--- src/rtl/x_buffer_ctrl.sv ---
// x_buffer_ctrl: sequencer for the X operand buffer (load a tile, rotate it, step col/row).
// Optional feature: define XBUF_CTRL_STALL_EN to add the mac_stall input.
module x_buffer_ctrl #(
    parameter int NUM_COLS     = 4,
    parameter int NUM_ROWS     = 4,
    parameter int SHIFT_CYCLES = 8
) (
    input  logic       clk,
    input  logic       rst,
    input  logic       start,
    input  logic       in_valid,
    output logic       in_ready,
    input  logic       load_done,
`ifdef XBUF_CTRL_STALL_EN
    input  logic       mac_stall,
`endif
    output logic       load_en,
    output logic       valid_input,
    output logic       X_shift,
    output logic [2:0] col_counter,
    output logic [3:0] row_counter,
    output logic       mac_en,
    output logic       busy,
    output logic       done
);

    // Counter widths are fixed by the port list; reject parameters that overflow them.
    if (NUM_COLS < 1 || NUM_COLS > 8) begin : g_bad_cols
        $error("x_buffer_ctrl: NUM_COLS must be 1..8");
    end
    if (NUM_ROWS < 1 || NUM_ROWS > 16) begin : g_bad_rows
        $error("x_buffer_ctrl: NUM_ROWS must be 1..16");
    end
    if (SHIFT_CYCLES < 2 || SHIFT_CYCLES > 255) begin : g_bad_shift
        $error("x_buffer_ctrl: SHIFT_CYCLES must be 2..255");
    end

    localparam logic [2:0] COL_LAST   = 3'(NUM_COLS - 1);
    localparam logic [3:0] ROW_LAST   = 4'(NUM_ROWS - 1);
    localparam logic [7:0] SHIFT_LAST = 8'(SHIFT_CYCLES - 1);

    typedef enum logic [2:0] {
        IDLE,
        LOAD,
        SHIFT,
        NEXT,
        DONE
    } state_t;

    state_t     state;
    logic [7:0] shift_cnt;
    logic       shift_q;
    logic       stall;

`ifdef XBUF_CTRL_STALL_EN
    assign stall = mac_stall;
`else
    assign stall = 1'b0;
`endif

    // Main sequencer: state, tile counters and registered Moore outputs.
    always_ff @(posedge clk or posedge rst) begin
        if (rst) begin
            state       <= IDLE;
            shift_cnt   <= '0;
            col_counter <= '0;
            row_counter <= '0;
            load_en     <= 1'b0;
            shift_q     <= 1'b0;
            busy        <= 1'b0;
            done        <= 1'b0;
        end else begin
            load_en <= 1'b0;
            shift_q <= 1'b0;
            done    <= 1'b0;
            case (state)
                IDLE: begin
                    if (start) begin
                        state       <= LOAD;
                        col_counter <= '0;
                        row_counter <= '0;
                        load_en     <= 1'b1;
                        busy        <= 1'b1;
                    end
                end
                LOAD: begin
                    if (load_done) begin
                        state     <= SHIFT;
                        shift_cnt <= '0;
                        shift_q   <= 1'b1;
                    end else begin
                        load_en <= 1'b1;
                    end
                end
                SHIFT: begin
                    shift_q <= 1'b1;
                    if (!stall) begin
                        if (shift_cnt == SHIFT_LAST) begin
                            state   <= NEXT;
                            shift_q <= 1'b0;
                        end else begin
                            shift_cnt <= shift_cnt + 8'd1;
                        end
                    end
                end
                NEXT: begin
                    if (col_counter != COL_LAST) begin
                        col_counter <= col_counter + 3'd1;
                        state       <= LOAD;
                        load_en     <= 1'b1;
                    end else if (row_counter != ROW_LAST) begin
                        col_counter <= '0;
                        row_counter <= row_counter + 4'd1;
                        state       <= LOAD;
                        load_en     <= 1'b1;
                    end else begin
                        state <= DONE;
                        done  <= 1'b1;
                    end
                end
                DONE: begin
                    state <= IDLE;
                    busy  <= 1'b0;
                end
                default: begin
                    state <= IDLE;
                    busy  <= 1'b0;
                end
            endcase
        end
    end

    // A stalled MAC array freezes rotation in the same cycle.
    assign X_shift = shift_q & ~stall;
    assign mac_en  = shift_q & ~stall;

    // Stop accepting words as soon as the buffer reports the tile complete.
    assign in_ready    = load_en & ~load_done;
    assign valid_input = in_valid & in_ready;

endmodule

--- config.mk ---
export PLATFORM = sky130hd
export DESIGN_NAME = x_buffer_ctrl
export DESIGN_NICKNAME = d
export VERILOG_FILES = /design/src/rtl/x_buffer_ctrl.sv
export SDC_FILE = /design/constraint.sdc
export NUM_CORES = 1
export LEC_CHECK = 0
export ABC_AREA = 1
export CAP_MARGIN = 20
export CORE_AREA = 10 10 63 65
export CTS_BUF_LIST = sky130_fd_sc_hd__clkbuf_16
export DETAILED_ROUTE_END_ITERATION = 12
export DIE_AREA = 0 0 73 75
export PLACE_DENSITY_LB_ADDON = 0.2
export REMOVE_ABC_BUFFERS = 1
export SKIP_LAST_GASP = 1
export SYNTH_ARGS = -nofsm -noshare
export SYNTH_HDL_FRONTEND = slang
export SYNTH_SLANG_ARGS = --single-unit
--- constraint.sdc ---
create_clock -name clk -period 1.16 [get_ports clk]
set_input_delay 0.232 -clock clk [delete_from_list [all_inputs] [get_ports clk]]
set_output_delay 0.232 -clock clk [all_outputs]
set_load 0.01 [all_outputs]
==> impl_metrics.json <==
{
  "syn2layout_area_growth_pct": 56.62,
  "hold_buffers": 0,
  "p_int_mw": 2.566,
  "remaining_drc_errors": 0,
  "drt_iter0_drc": 46,
  "dpl_cell_area_sq_um": 1670,
  "die_x_um": 73,
  "crit_type": "flop to flop",
  "synthTopCellsByArea": "dfrtp_1, nand2_1, nand3_1",
  "end_kind": "flop",
  "r2r_start": "state[0]",
  "n_antenna_cell": 0,
  "grt_max_degree": 23,
  "fin_crit_ns": 1.249,
  "finalHoldViolCount": 0,
  "num_rows": 19,
  "finClkSkew_ns": 0.002107,
  "leakagePower_nw": 0.9968,
  "numCtsBuffers": 3,
  "fin_cells": 243,
  "start_util_pct": 45.34,
  "synth_area_sq_um": 1229,
  "worstSetupStartpointType": "flop",
  "slew_headroom_pct": 83.34,
  "via_per_inst": 5.107,
  "cts_sinks": 22,
  "die_h_um": 75,
  "max_freq_mhz": 800.9,
  "ios": 19,
  "cp_top_family": "simple AND/OR/NAND/NOR gates",
  "slowest_delay_ns": 0.44,
  "power.switching_mw": 1.572,
  "vias": 1241,
  "final_util_pct": 71.01,
  "overflow": 0,
  "cap_violations": 0,
  "path_clk_slew_ns": 0.06,
  "port_buffers": 18,
  "hp-class": "primary input to async pin",
  "nNetsFinal": 221,
  "avgSynthCellArea_sq_um": 7.876,
  "finalPower_mw": 4.138,
  "finalSetupViolations": 16,
  "cts_tree": "yes",
  "crit_cells": 6,
  "finalInstanceArea_sq_um": 1924,
  "antenna_found_initial": 0,
  "crit_start": "state[0]",
  "seqPwrFrac_pct": 26.6,
  "grt_usage_pct": 12.10,
  "grt_pass1_vias": 1260,
  "failed_checks": "setup timing",
  "drt_pass1_iterations": 4,
  "grt_pass1_wl_um": 5402,
  "critPathBufInv": 0,
  "ff2ff_path_depth": 6,
  "power_density_nw_per_um2": 2150,
  "yosysUniqueCellTypes": 21,
  "ys.warnings.count": 0,
  "totalWireLength_um": 3190,
  "dieArea_sq_um": 5475,
  "swShare_pct": 38.00,
  "htreeDepth": 1,
  "peakVddDrop_uv": 1642,
  "cp.arrival_ns": 1.39,
  "combinationalPowerShare_pct": 49.8,
  "root_buffer": "clkbuf_16",
  "crit_fanout": 4,
  "clockBufferDepth": 2,
  "multiInputGateArea_sq_um": 718.2,
  "slew_viol_final": 0,
  "place.gp.congestion": 0.8585,
  "path_cells": "nor2_4, nand2_4, nor2_1, nor2_1, nand2_1, nand2_1",
  "synth-seq-cells": 22,
  "fillers": 208,
  "fin_crit_sh_pct": 107.6,
  "worst_slew_pin_slew_ns": 0.2493,
  "synth_top_area_share_pct": 44.81,
  "fin_hold_ws_ns": 0.2919,
  "rsz0062_at_grt": "true",
  "ant_nets": 0,
  "ys_seq_area_share_pct": 44.81,
  "placed_cells": 233,
  "crit_slowest_cell": "dfrtp_2",
  "synth_top_cell_by_area": "dfrtp_1",
  "fin_ws_ns": -0.08866,
  "core_sq_um": 2710,
  "status": "finished with violations",
  "syn_inst": 156,
  "insertion_delay_ns": 0.26,
  "clockPowerShare_pct": 23.6,
  "wl_per_cell_um": 13.13,
  "ff_latch_area_sq_um": 553.0,
  "drive_above_1_share_pct": 44.34,
  "cp.required_ns": 1.30,
  "dp_hpwl_um": 2211
}
through the flow:
step | TNS [ns] | setup WS [ns]
final | -0.4015 | -0.08866
after floorplan | -0.9488 | -0.1557
after CTS | -0.4371 | -0.1342
after detailed placement | -3.816 | -0.5012
after global routing | -1.931 | -0.1541
after global placement | -3.523 | -0.4858
state kept, by name (all words and copies together), names as in the netlist:
signal	cells
busy	1
done	1
col_counter	3
shift_cnt	8
row_counter	4
state	3
X_shift	1
load_en	1
power groups by stage:
| stage | sequential (mW) | clock [mW] | combinational [mW] |
|---|---|---|---|
| floorplan | 1.14 | 0 | 0.804 |
| global placement | 1.07 | 0 | 1.66 |
| detailed placement | 1.08 | 0 | 1.70 |
| CTS | 1.07 | 0.987 | 1.91 |
| global route | 1.13 | 1.02 | 2.27 |
| finish | 1.10 | 0.976 | 2.06 |
Yosys cell counts:
cell,n
and3_1,1
buf_4,1
dfrtp_1,22
ha_1,3
inv_1,19
inv_4,1
nand2_1,43
nand2_2,1
nand2_4,1
nand3_1,26
nand3_4,1
nand3b_1,1
nand4_1,2
nor2_1,17
nor2_4,2
o211ai_1,1
o21ai_0,5
o21ai_2,5
o21ai_4,1
or2_0,1
xor2_1,2
layer usage:
metal	GRT usage [%]	vias to the layer above	wire [um]	share of wire (%)
li1	-	625	-	-
met1	13.34	595	1214	38
met2	22.25	14	1827	57
met3	2.760	7	108	3.4
met4	4.008	0	40	1.3
met5	0	-	0	0
timing repair:
item	CTS	global route
pin swaps	17	14
resized for setup	57	28
setup endpoints to repair	35	33
buffers inserted	6	0
cell type report:
type                       count  area share [%]
multi-input combinational    113           37.32
sequential                    22           28.74
timing repair buffer          53           22.30
inverter                      20           4.161
clock buffer                   3           3.901
tap                           31           2.016
clock inverter                 1           1.560
worst register-to-register path, stage by stage (launching register included):
cell and delay, ns:
dfrtp_2 0.44, nor2_4 0.20, nand2_4 0.09, nor2_1 0.15
nor2_1 0.09, nand2_1 0.08, nand2_1 0.07
cell families (layout without fill, tap and decap cells):
logic type,after synthesis,count (layout),synth area share (%)
buffers and inverters,21,77,6.925
DFF,22,22,44.81
AOI/OAI and AO/OA,12,12,7.536
and+or+nand+nor,96,96,36.25
xor gates and xnor gates,2,2,1.426
adders and majority gates,3,3,3.055
placed cells by master, fill, tap and decap left out, drive strengths merged:
| master | instances |
|---|---|
| nand2 | 45 |
| buf | 39 |
| nand3 | 27 |
| dfrtp | 22 |
| inv | 20 |
| nor2 | 19 |
| o21ai | 11 |
| clkbuf | 7 |
| clkdlybuf4s15 | 5 |
| ha | 3 |
| nand4 | 2 |
| xor2 | 2 |
| dlygate4sd2 | 2 |
| clkdlybuf4s50 | 2 |
| o211ai | 1 |
| nand3b | 1 |
| and3 | 1 |
| or2 | 1 |
| bufinv | 1 |
| dlymetal6s2s | 1 |
path summary, 6_finish.rpt:
check | end | slack [ns]
min | X_shift | 0.29
min reg2reg | busy | 0.49
max in group asynchronous | state[2] | 0.71
min in group clk | busy | 0.49
max reg2reg | state[0] | -0.09
max | state[0] | -0.09
Power figures use the tool's default switching activity.
